`config.mk`:
```
export PLATFORM = sky130hd
export DESIGN_NAME = fun_sweep_ctrl
export DESIGN_NICKNAME = d
export VERILOG_FILES = /design/src/rtl/fun_ctrl_pkg.sv /design/src/rtl/fun_settle_cnt.sv /design/src/rtl/fun_sweep_ctrl.sv
export SDC_FILE = /design/constraint.sdc
export NUM_CORES = 1
export LEC_CHECK = 0
export CAP_MARGIN = 20
export CORE_UTILIZATION = 50
export CTS_CLUSTER_SIZE = 10
export DETAILED_ROUTE_END_ITERATION = 6
export PLACE_DENSITY = 0.75
export SLEW_MARGIN = 20
export SYNTH_ARGS = -nofsm -noshare
export SYNTH_HDL_FRONTEND = slang
export SYNTH_HIERARCHICAL = 1
export SYNTH_SLANG_ARGS = --single-unit
export TNS_END_PERCENT = 10
```
`constraint.sdc`:
```
create_clock -name clock -period 3.8 [get_ports clock]
set_input_delay 0.76 -clock clock [delete_from_list [all_inputs] [get_ports clock]]
set_output_delay 0.76 -clock clock [all_outputs]
set_load 0.005 [all_outputs]
```
`src/rtl/fun_ctrl_pkg.sv`:
```
// Shared types and helpers for the fun_sweep_ctrl truth-table sequencer.
package fun_ctrl_pkg;

  typedef enum logic [2:0] {
    S_IDLE    = 3'd0,
    S_APPLY   = 3'd1,
    S_SETTLE  = 3'd2,
    S_CAPTURE = 3'd3,
    S_DONE    = 3'd4
  } state_t;

  function automatic int tbl_depth(input int in_w);
    return 32'd1 << in_w;
  endfunction

endpackage

```
`src/rtl/fun_settle_cnt.sv`:
```
// Loadable down-counter timing the settle interval between driving a code and sampling it.
module fun_settle_cnt #(
  parameter int W = 1
) (
  input  logic         clock,
  input  logic         reset,
  input  logic         load,
  input  logic [W-1:0] load_val,
  output logic         expire
);

  logic [W-1:0] cnt_r;

  // Count down from the loaded value and park at zero
  always_ff @(posedge clock or posedge reset) begin
    if (reset) begin
      cnt_r <= W'(0);
    end else if (load) begin
      cnt_r <= load_val;
    end else if (cnt_r != W'(0)) begin
      cnt_r <= cnt_r - W'(1);
    end else begin
      cnt_r <= cnt_r;
    end
  end

  // Last settle cycle is the one where the count sits at 1
  assign expire = (cnt_r == W'(1));

endmodule

```
`src/rtl/fun_sweep_ctrl.sv`:
```
// Sweeps every input code of the external `fun` block and records its output as a truth table.
// Optional FUN_CHECK_EN adds exp_tbl/mismatch to compare the captured table against a reference.
module fun_sweep_ctrl
  import fun_ctrl_pkg::*;
#(
  parameter int IN_W       = 3,
  parameter int SETTLE_CYC = 2
) (
  input  logic                 clock,
  input  logic                 reset,
  input  logic                 start,
  input  logic                 fun_out,
  output logic [IN_W-1:0]      fun_in,
  output logic                 busy,
  output logic                 done,
  output logic [2**IN_W-1:0]   tbl
`ifdef FUN_CHECK_EN
  ,
  input  logic [2**IN_W-1:0]   exp_tbl,
  output logic [0:0]           mismatch
`endif
);

  localparam int DEPTH = tbl_depth(IN_W);
  localparam int CNT_W = (SETTLE_CYC > 0) ? $clog2(SETTLE_CYC + 1) : 1;
  localparam logic [IN_W:0] LAST_CODE = {1'b0, {IN_W{1'b1}}};

  state_t        state_r, state_s;
  logic [IN_W:0] code_r, code_s;
  logic          load_s, expire_s, clr_s, cap_s, active_s;

  fun_settle_cnt #(.W(CNT_W)) u_settle (
    .clock    (clock),
    .reset    (reset),
    .load     (load_s),
    .load_val (CNT_W'(SETTLE_CYC)),
    .expire   (expire_s)
  );

  // Next-state and per-state strobes
  always_comb begin
    state_s = state_r;
    code_s  = code_r;
    load_s  = 1'b0;
    clr_s   = 1'b0;
    cap_s   = 1'b0;
    case (state_r)
      S_IDLE: begin
        if (start) begin
          state_s = S_APPLY;
          code_s  = {(IN_W+1){1'b0}};
          clr_s   = 1'b1;
        end else begin
          state_s = S_IDLE;
        end
      end
      S_APPLY: begin
        load_s  = 1'b1;
        state_s = (SETTLE_CYC > 0) ? S_SETTLE : S_CAPTURE;
      end
      S_SETTLE: begin
        // A zero settle never enters SETTLE; the extra term keeps it from trapping here
        if (expire_s || (SETTLE_CYC == 0)) begin
          state_s = S_CAPTURE;
        end else begin
          state_s = S_SETTLE;
        end
      end
      S_CAPTURE: begin
        cap_s = 1'b1;
        if (code_r == LAST_CODE) begin
          state_s = S_DONE;
        end else begin
          code_s  = code_r + {{IN_W{1'b0}}, 1'b1};
          state_s = S_APPLY;
        end
      end
      S_DONE: begin
        state_s = S_IDLE;
      end
      default: begin
        state_s = S_IDLE;
      end
    endcase
  end

  // Outputs are registered from the next state so they line up with the state they describe
  always_comb begin
    active_s = 1'b0;
    case (state_s)
      S_APPLY, S_SETTLE, S_CAPTURE: active_s = 1'b1;
      default:                      active_s = 1'b0;
    endcase
  end

  // FSM state and sweep code
  always_ff @(posedge clock or posedge reset) begin
    if (reset) begin
      state_r <= S_IDLE;
      code_r  <= {(IN_W+1){1'b0}};
    end else begin
      state_r <= state_s;
      code_r  <= code_s;
    end
  end

  // Registered drive, status and truth-table capture
  always_ff @(posedge clock or posedge reset) begin
    if (reset) begin
      fun_in <= {IN_W{1'b0}};
      busy   <= 1'b0;
      done   <= 1'b0;
      tbl    <= {DEPTH{1'b0}};
    end else begin
      fun_in <= active_s ? code_s[IN_W-1:0] : {IN_W{1'b0}};
      busy   <= active_s;
      done   <= (state_s == S_DONE);
      if (clr_s) begin
        tbl <= {DEPTH{1'b0}};
      end else if (cap_s) begin
        tbl[code_r[IN_W-1:0]] <= fun_out;
      end else begin
        tbl <= tbl;
      end
    end
  end

`ifdef FUN_CHECK_EN
  // Reference compare, latched on the done cycle and held until the next sweep
  always_ff @(posedge clock or posedge reset) begin
    if (reset) begin
      mismatch <= 1'b0;
    end else if (state_r == S_DONE) begin
      mismatch <= (tbl != exp_tbl);
    end else if (clr_s) begin
      mismatch <= 1'b0;
    end else begin
      mismatch <= mismatch;
    end
  end
`endif

endmodule

```
==> results.toml, run 1 <==
[run_status]
outcome = "completed"

[detailed_routing]
initialDrtViolationCount = 13
drc = 0
drtAntennaViolNets = 0
wire_per_inst_um = 13.0
drt_pass1_iterations = 4
routed_wl_um = 1870
via_per_inst = 5.32
vias = 766

[setup_path]
end_kind = "output pin"
required_ps = 3040
max_stage_delay_ps = 500
critPathMaxFanout = 2
setup.worst_path.class = "reg -> out"
worstPathArrival_ps = 1170
crit_buf_inv = 1
path_cells = "clkdlybuf4s50_1"
cp_top_family = "buffers and inverters"
crit_path_start_kind = "flip-flop"
cp_slowest_cell = "clkdlybuf4s50_1"

[final_layout]
antenna_cells = 0
final_area_mm2 = 0.00128
nNetsFinal = 126
final_common_cell = "dfrtp_1"
final_cells = 144
drive_gt1_frac = 0.0598
area_growth_pct = 15.9
layout_common_cells = "dfrtp_1 (22), clkdlybuf4s50_1 (16), nand2_1 (11)"

[floorplan]
fp.dieH_um = 49.1
num_rows = 16
initial_core_util = 0.548
core_mm2 = 0.00202
dieArea_mm2 = 0.00241
die_x_um = 49.1
io_pins = 17

[global_route]
grt.overflow.total = 0
grt_pass1_wl_um = 3450
grt_pass1_vias = 807
grt_usage = 0.189
grt_max_degree = 21
antenna_found_initial = 0

[yosys]
synthTopCellsByArea = "dfrtp_1 (50%), mux2i_1 (5.4%), nand2_1 (3.7%)"
netlist_instances = 103
yosys.area.top_type_share = 0.497
ys_seq_area_frac = 0.497
postSynthAreaPerCell_um2 = 10.8
syn_nets = 110
yosysWarnings = 6
synth_seq_cells = 22
yosysUniqueCellTypes = 36
syn-cell-area_mm2 = 0.00111
yosysTopAreaCell = "dfrtp_1"

[clocking]
cts_inserted_buffers = 3
insertion_delay_ps = 290
clock_path_buffers = 2
cts_num_sinks = 22
post_cts_buffers = 0
clk_pin_slew_ps = 110
cts_hold_buf = 0
cts_root_buf = "clkbuf_4"
cts_tree = "built"
htreeDepth = 1
post_cts_resized = 0

[timing]
final.min_clock_period_ps = 1930
timing.slew.headroom = 0.527
slew_violations = 0
max_freq_mhz = 519
skew_ps = 5.34
tightest_slew_ps = 709
min_period_over_period = 0.507
grt_setup_unrepaired = "false"
setup_tns_ps = 0
hold_violations = 0
finalSetupViolCount = 0

[place]
place_inst = 141
gp_congestion = 0.796
dp_hpwl_um = 1380
placed_cell_area_mm2 = 0.00126
place.port_buffers = 16

[run]
maxCapViolations = 0

[pwr]
power_density_mw_per_mm2 = 649
peakVddDrop_mv = 0.404
p_leak_uw = 0.000605

[hold_path]
hold_class = "reg -> reg"
## state kept, by name, indices dropped and copies added, names as in the netlist
register        cells
busy                1
code_r              4
done                1
fun_in              3
state_r             3
tbl                 8
u_settle/cnt_r      2
## metrics by stage
| step | total power (uW) | util | hold slack (ps) | setup WS (ps) |
|---|---|---|---|---|
| after global placement | 730 | 0.624 | 516 | 1690 |
| after floorplan | 638 | - | 501 | 2150 |
| after global routing | 907 | 0.636 | 574 | 1810 |
| after detailed placement | 744 | 0.624 | 521 | 1670 |
| final | 834 | 0.636 | 535 | 1870 |
| after CTS | 847 | 0.636 | 547 | 1850 |
## cell usage after synthesis (all sizes together)
library cell  number
a211oi             1
a21o               1
a21oi              2
a22oi              1
a31o               1
and3               1
and3b              2
buf                5
conb               2
dfrtp             22
ha                 3
inv                7
mux2i              6
nand2             11
nand2b             3
nand3              5
nand3b             2
nand4b             1
nor2               3
nor2b              2
nor3               2
nor3b              1
nor4b              1
nor4bb             2
o211ai             4
o21ai              4
o31ai              3
or3                1
or4                1
or4b               1
xor2               2
## where the power goes
group,switching (uW),total [uW],internal [uW]
combinational,162,344,182
clock,61.6,98.4,36.9
sequential,85.9,392,306
## area by class of cell
type	count	area (um^2)
clock buffer	3	22.5
inverter	7	26.3
multi-input combinational	69	492
fill	172	737
timing repair buffer	16	160
tap	27	33.8
sequential	22	551
## cell families after synthesis
family | after synthesis | synth area share
compound gates | 17 | 0.107
xor+xnor | 2 | 0.0158
fa+ha+maj | 3 | 0.0339
buf+inv | 12 | 0.0598
flops | 22 | 0.497
mux | 6 | 0.0542
other cells | 2 | 0.00677
simple gates | 39 | 0.226
## final timing paths
| path | from | to | slack (ps) | cells after the start |
|---|---|---|---|---|
| max in group asynchronous | reset | tbl[7] | 2460 | 2 |
| worst min-delay path | tbl[2] | tbl[2] | 540 | 2 |
| worst max register to register | code_r[0] | code_r[3] | 2110 | 4 |
| min in group asynchronous | reset | u_settle/cnt_r[0] | 630 | 2 |
| worst max-delay path | tbl[4] | tbl[4] | 1870 | 1 |
| worst min register to register | tbl[2] | tbl[2] | 540 | 2 |
## routing by layer
layer  GRT usage  up-vias  wire (um)
met3      0.0280        2         32
met2       0.313       12        926
li1            -      388          -
met5           0        -          0
met4      0.0882        0         15
met1       0.243      364        896
Power figures use the tool's default switching activity.
==> run 2: changes to the inputs <==
Settings changed: CORE_UTILIZATION 50 to 47, PLACE_DENSITY 0.75 to 0.74.
Clock period 3.8 ns to 1.62 ns, I/O delays scaled along.
==> run 2 against run 1 <==
  * Via count increased by 5.7%
  * Sequential power increased by 130%
  * Flip-flop and latch count unchanged
  * Die area increased by 6.1%
  * Largest cell class unchanged
  * Core utilization decreased by 2.0 points
  * Clock-buffer cell count increased by 1
  * Cell count increased by 6.9%
  * Largest power group is now combinational logic
  * Clock skew increased by 2.1 ps
  * Power increased to 2.5 times the previous value
  * Critical path type is now reg -> reg
==> results.toml, run 2 (synthesis results as in run 1) <==
[pwr]
swShare = 0.359
p_leak_uw = 0.000650
seqPwrFrac = 0.418
total_power_uw = 2120
pwr-share-clk = 0.137
internal-power_uw = 1360
p_sw_uw = 760
power_density_mw_per_mm2 = 1550
combPwrFrac = 0.445
peakVddDrop_mv = 0.945

[floorplan]
io_pins = 17
initial_core_util = 0.501
num_rows = 17
fp.dieH_um = 50.6
die_x_um = 50.6
dieArea_mm2 = 0.00256
core_mm2 = 0.00221

[final_layout]
nNetsFinal = 134
ff_latch_area_um2 = 552
reg_top3 = "tbl x8, code_r x4"
drive_gt1_frac = 0.135
final_cells = 154
largest_reg_flops = 8
multiInputGateArea_um2 = 492
final_area_mm2 = 0.00136
area_growth_pct = 22.8
antenna_cells = 0
fin_util = 0.615
fill_cells = 204
regMostFlops = "tbl"
layout_common_cells = "dfrtp_1 (21), clkdlybuf4s50_1 (16), nand2_1 (11)"
final_common_cell = "dfrtp_1"

[run_status]
outcome = "completed"

[timing]
skew_ps = 7.42
min_period_over_period = 0.959
finalSetupViolCount = 0
grt_setup_unrepaired = "false"
max_freq_mhz = 644
final.min_clock_period_ps = 1550
slew_violations = 0
hold_violations = 0
layout_setup_ws_ps = 66.9

[hold_path]
hold_class = "in -> async"

[setup_path]
end_kind = "flip-flop"
r2r-start = "code_r[0]"
worstPathArrival_ps = 1780
critPathMaxFanout = 4
critPathLaunch = "code_r[0]"
required_ps = 1850
setup.worst_path.class = "reg -> reg"
crit_path_start_kind = "flip-flop"

[detailed_routing]
via_per_inst = 5.26
routed_wl_um = 2000
initialDrtViolationCount = 9
drtAntennaViolNets = 0
drt_pass1_iterations = 4
wire_per_inst_um = 13.0
vias = 810
drc = 0

[global_route]
antenna_found_initial = 0
grt.overflow.total = 0
grt_pass1_vias = 810
grt_usage = 0.188
grt_pass1_wl_um = 3520
grt_max_degree = 21

[clocking]
cts_tree = "built"
cts_root_buf = "clkbuf_4"
clock_path_buffers = 2
htreeDepth = 1
clk_pin_slew_ps = 120
cts_num_sinks = 22
post_cts_buffers = 0
insertion_delay_ps = 300
cts_hold_buf = 0
cts_inserted_buffers = 3

[place]
place_inst = 150
place.port_buffers = 16
place_ws_ps = -83.9
dp_hpwl_um = 1510
placed_cell_area_mm2 = 0.00132
gp_congestion = 0.802

[run]
maxCapViolations = 0
==> run 2: cell count changes in the layout (fill, tap and decap cells not counted), sizes merged <==
| cell | delta |
|---|---|
| buf | +8 |
| clkbuf | +1 |
==> run 2: power groups by stage <==
| stage | clock network [uW] | logic [uW] | registers (uW) |
|---|---|---|---|
| floorplan | 0 | 677 | 820 |
| global placement | 0 | 912 | 882 |
| detailed placement | 0 | 941 | 896 |
| CTS | 303 | 953 | 884 |
| global route | 327 | 1060 | 909 |
| finish | 289 | 942 | 885 |
==> run 2: worst paths after layout <==
path / slack, ps / cells past startpoint / end
worst max-delay path: 70 / 4 / code_r[3]
worst min-delay path: 190 / 2 / u_settle/cnt_r[0]
worst max register to register: 70 / 4 / code_r[3]
worst min register to register: 540 / 2 / tbl[4]
max in group asynchronous: 1050 / 3 / state_r[1]
min in group clock: 540 / 2 / tbl[4]
==> run 2: cell type report <==
type / count / area share
Sequential cell: 22 / 0.405
Timing Repair Buffer: 24 / 0.162
Inverter: 7 / 0.0193
Multi-Input combinational cell: 69 / 0.361
Tap cell: 28 / 0.0257
Clock buffer: 4 / 0.0267
==> run 2: what timing repair did <==
action,in CTS,in global routing
hold endpoints to repair,0,0
setup endpoints to repair,0,1
gates resized for setup,0,1
==> run 2: metal layers <==
| layer | vias to the layer above | GRT usage | wire length [um] |
|---|---|---|---|
| met2 | 14 | 0.320 | 960 |
| met3 | 2 | 0.0364 | 52 |
| met5 | - | 0 | 0 |
| met1 | 389 | 0.233 | 973 |
| li1 | 405 | - | - |
| met4 | 0 | 0.0694 | 15 |
==> run 2: through the flow <==
stage	hold WS, ps	setup TNS (ps)
finish	187	0
global route	171	0
CTS	178	0
detailed placement	513	-484
global placement	511	-300
floorplan	65.2	0
==> run 2: critical path, stage by stage, from the launching register on <==
cell,delay (ps)
dfrtp_1,400
ha_1,240
and3b_1,200
or4_1,480
a21oi_1,160
==> run 3: changes to the inputs <==
Settings changed: RECOVER_POWER set to 25.
==> run 3 against run 2 <==
  * Via count is 0.12% lower
  * Sequential share of layout area is 0.075 points higher
  * Non-clock buffer count stayed put
  * Highest routed layer unchanged
==> results.toml, run 3 (synthesis results as in run 1) <==
[clocking]
cts_tree = "built"
clk_pin_slew_ps = 120
insertion_delay_ps = 300
cts_root_buf = "clkbuf_4"
post_cts_buffers = 0
cts_inserted_buffers = 3
htreeDepth = 1
cts_hold_buf = 0
cts_num_sinks = 22
clock_path_buffers = 2

[detailed_routing]
via_per_inst = 5.25
initialDrtViolationCount = 9
drtAntennaViolNets = 0
vias = 809
drc = 0
drt_pass1_iterations = 4
routed_wl_um = 2000
wire_per_inst_um = 13.0

[pwr]
power_density_mw_per_mm2 = 1560
peakVddDrop_mv = 0.949
total_power_uw = 2110
p_leak_uw = 0.000649

[setup_path]
critPathMaxFanout = 4
reg2reg_depth = 4
cp_slowest_cell = "or4_1"
crit_path_start_kind = "flip-flop"
critPathLaunch = "code_r[0]"
max_stage_delay_ps = 480
rrSetupSlack_ps = 70
r2r-start = "code_r[0]"
path_cells = "ha_1, and3b_1, or4_1, a21oi_1"
rr_endpoint = "code_r[3]"
required_ps = 1850
crit_end = "code_r[3]"
end_kind = "flip-flop"
setup.worst_path.class = "reg -> reg"
worstPathArrival_ps = 1780

[global_route]
grt.overflow.total = 0
grt_usage = 0.188
grt_max_degree = 21
grt_pass1_wl_um = 3520
grt_pass1_vias = 810
antenna_found_initial = 0

[timing]
final.min_clock_period_ps = 1550
grt_setup_unrepaired = "false"
finalSetupViolCount = 0
min_period_over_period = 0.957
max_freq_mhz = 645
whs_ps = 319
hold_violations = 0
setup_tns_ps = 0
skew_ps = 5.23
slew_violations = 0

[final_layout]
antenna_cells = 0
final_cells = 154
regMostFlops = "tbl"
largest_reg_flops = 8
final_common_cell = "dfrtp_1"
area_growth_pct = 22.6
reg_top3 = "tbl x8, code_r x4"
nNetsFinal = 134
final_area_mm2 = 0.00136
drive_gt1_frac = 0.135
layout_common_cells = "dfrtp_1 (21), clkdlybuf4s50_1 (15), nand2_1 (11)"

[floorplan]
io_pins = 17
fp.dieH_um = 50.6
core_mm2 = 0.00221
dieArea_mm2 = 0.00256
initial_core_util = 0.501
die_x_um = 50.6
num_rows = 17

[place]
placed_cell_area_mm2 = 0.00132
gp_congestion = 0.802
place.port_buffers = 16
place_inst = 150
dp_hpwl_um = 1510

[run_status]
outcome = "completed"

[hold_path]
hold_class = "in -> async"

[run]
maxCapViolations = 0
-- run 3: power by group --
part           total (uW)  internal [uW]  switching [uW]
combinational         938            497             441
clock                 291            137             154
sequential            885            721             165
total                2110           1360             760
-- run 3: worst max-delay path: cells and delay by family (launching register included) --
family | cells | cell delay (ps)
and+or+nand+nor | 2 | 680
AOI/OAI and AO/OA | 1 | 160
adders and majority gates | 1 | 240
DFF | 1 | 400
-- run 3: layout make-up --
type,instances,area (um^2)
fill,205,853
sequential,22,552
multi-input combinational,69,492
timing repair buffer,24,218
clock buffer,4,36.3
tap,28,35.0
inverter,7,26.3
-- run 3: repair_timing --
item	4_1_cts	5_1_grt
gates resized for setup	0	1
setup endpoints to repair	0	1
endpoints found under the hold margin	0	0
-- run 3: worst min-delay path by stage --
stage,cells after the start,start,to
2_1_floorplan,1,reset,u_settle/cnt_r[0]
3_3_place_gp,2,reset,u_settle/cnt_r[1]
3_5_place_dp,2,reset,u_settle/cnt_r[0]
4_1_cts,2,reset,u_settle/cnt_r[0]
5_1_grt,2,reset,u_settle/cnt_r[0]
6_report,2,reset,u_settle/cnt_r[0]
-- run 3: through the flow --
step	setup WS, ps	utilization
2_1_floorplan	145	-
3_3_place_gp	-63.9	0.598
3_5_place_dp	-83.9	0.598
4_1_cts	50.7	0.615
5_1_grt	12.7	0.614
6_report	69.4	0.614
-- run 3: layer usage --
metal / GRT usage / routed length, um
met2: 0.320 / 960
met4: 0.0694 / 15
met3: 0.0364 / 52
met1: 0.233 / 971
met5: 0 / 0
==> patch, RTL diff (config.mk and constraints of run 1) <==
Encoding of `state_t`: now one-hot (5 bits for 5 states).
--- a/src/rtl/fun_ctrl_pkg.sv
+++ b/src/rtl/fun_ctrl_pkg.sv
@@ -1,12 +1,12 @@
 // Shared types and helpers for the fun_sweep_ctrl truth-table sequencer.
 package fun_ctrl_pkg;
 
-  typedef enum logic [2:0] {
-    S_IDLE    = 3'd0,
-    S_APPLY   = 3'd1,
-    S_SETTLE  = 3'd2,
-    S_CAPTURE = 3'd3,
-    S_DONE    = 3'd4
+  typedef enum logic [4:0] {
+    S_IDLE    = 5'b00001,
+    S_APPLY   = 5'b00010,
+    S_SETTLE  = 5'b00100,
+    S_CAPTURE = 5'b01000,
+    S_DONE    = 5'b10000
   } state_t;
 
   function automatic int tbl_depth(input int in_w);
Formal check against the unedited RTL: same outputs for any inputs over 10 cycles, from zero or initial values and one cycle with reset high; not proved beyond that.
==> patch against run 1 <==
  * Routed wire length up 40%
  * Sequential cell count up 2
  * Hold slack better by 0.026 ns
  * Final area up 14%
  * Setup slack worse by 0.19 ns
  * Power down 18%
  * Area after synthesis up 14%
==> patch: results (changes against run 1) <==
Critical path data arrival time: 2.29 ns (was 1.17 ns)
Clock buffer depth: 2 (unchanged)
Top reg by flops: tbl (unchanged)
FF-to-FF Start: state_r[3] (was code_r[0])
Die W: 52.4 µm (was 49.1 µm)
Crit path max-delay family: simple AND/OR/NAND/NOR gates (was buffers and inverters)
Asr flop ratio synth: 100% (unchanged)
P_seq: 342 µW (was 392 µW)
Post-Place Cells: 164 (was 141)
Syn nets: 135 (was 110)
Sequential fraction of the synthesis area: 47.4% (was 49.7%)
Pre-CTS WS: 1.34 ns (was 1.67 ns)
Top cells by area, synth: dfrtp_1, nand3_1, a21oi_1 (was dfrtp_1, mux2i_1, nand2_1)
First-pass GRT wire length: 4.47 mm (was 3.45 mm)
Nets: 148 (was 126)
R2R cell count: 3 (was 4)
Share of layout cells above drive strength 1: 9.29% (was 5.98%)
Yosys warns: 6 (unchanged)
Worst skew pair latency: 0.32 ns (was 0.29 ns)
Via count: 998 (was 766)
Worst Hold End: tbl[7] (was tbl[2])
Synth Instances: 128 (was 103)
Synth cell count leaders: dfrtp_1, nand3_1, a21oi_1, o21ai_0, inv_1 (was dfrtp_1, nand2_1, inv_1, mux2i_1, nand3_1)
Port Buffers: 16 (unchanged)
Post-DR vias/cell: 5.94 (was 5.32)
RePlAce Congestion: 0.756 (was 0.796)
Outcome: finished, final reports clean (unchanged)
Worst relative slew slack: 34.9% (was 52.7%)
WHS: 0.562 ns (was 0.535 ns)
CP max stage delay: 0.82 ns (was 0.50 ns)
Post-CTS resize count: 0 (unchanged)
Vias in the first global route: 976 (was 807)
LEAKAGE: 0.613 nW (was 0.605 nW)
CP max stage cell: nor4_2 (was clkdlybuf4s50_1)
H-tree lvl count: 1 (unchanged)
Maximum VDD drop: 387 µV (was 404 µV)
Clock transition at the registers of the reported paths: 0.15 ns (was 0.11 ns)
Clock skew: 0.00991 ns (was 0.00534 ns)
Final Power: 685 µW (was 834 µW)
Net switching power: 244 µW (was 309 µW)
TritonRoute pass-1 iters: 4 (unchanged)
# diodes: 0 (unchanged)
Antenna violations before repair: 0 (unchanged)
Total setup buffers inserted after CTS: 0 (unchanged)
Crit Path Max Fanout: 10 (was 2)
Largest registers: tbl: 8 flops, state_r: 5 flops, code_r: 4 flops (was tbl: 8 flops, code_r: 4 flops)
Tot GR Track Use: 22.7% (was 18.9%)
Initial drt markers: 12 (was 13)
Yosys cell types: 40 (was 36)
Root Driver: clkbuf_4 (unchanged)
Placed Area: 0.00142 mm² (was 0.00126 mm²)
Worst R2R End: code_r[2] (was code_r[3])
Power Clock: 140 µW (was 98.4 µW)
HP Start: tbl[7] (was tbl[2])
Detail Placement HPWL: 1.85 mm (was 1.38 mm)
Pin count of the biggest net entering global routing: 23 (was 21)
Wire per inst: 15.6 µm (was 13.0 µm)
R2r setup slk: 1.87 ns (was 2.11 ns)
[patch: worst max-delay path by stage]
stage	endpoint	slack (ns)	cells after the start	startpoint
after floorplan	code_r[2]	2.10	3	start
after CTS	code_r[2]	1.67	4	start
after detailed placement	code_r[2]	1.34	4	start
after global placement	code_r[2]	1.38	4	start
after global routing	tbl[5]	1.55	4	start
final	code_r[2]	1.69	4	start
[patch: area by class of cell]
cell class / count / area (µm²)
multi-input combinational: 89 / 601
tap: 28 / 35.0
clock buffer: 4 / 36.3
sequential: 24 / 602
fill: 200 / 837
inverter: 7 / 26.3
timing repair buffer: 16 / 160
[patch: logic make-up after synthesis]
family,share of synthesized area [%]
xor+xnor,2.07
compound gates,12.9
other cells,0.592
fa+ha+maj,2.96
mux,2.37
buf+inv,5.23
flops,47.4
simple gates,26.4
[patch: per-layer routing]
metal	vias up	global-route usage [%]	share of wire (%)
met4	0	9.21	0.99
met3	2	2.61	2.8
li1	493	-	-
met2	19	36.1	50
met5	-	0	0
met1	484	31.1	46
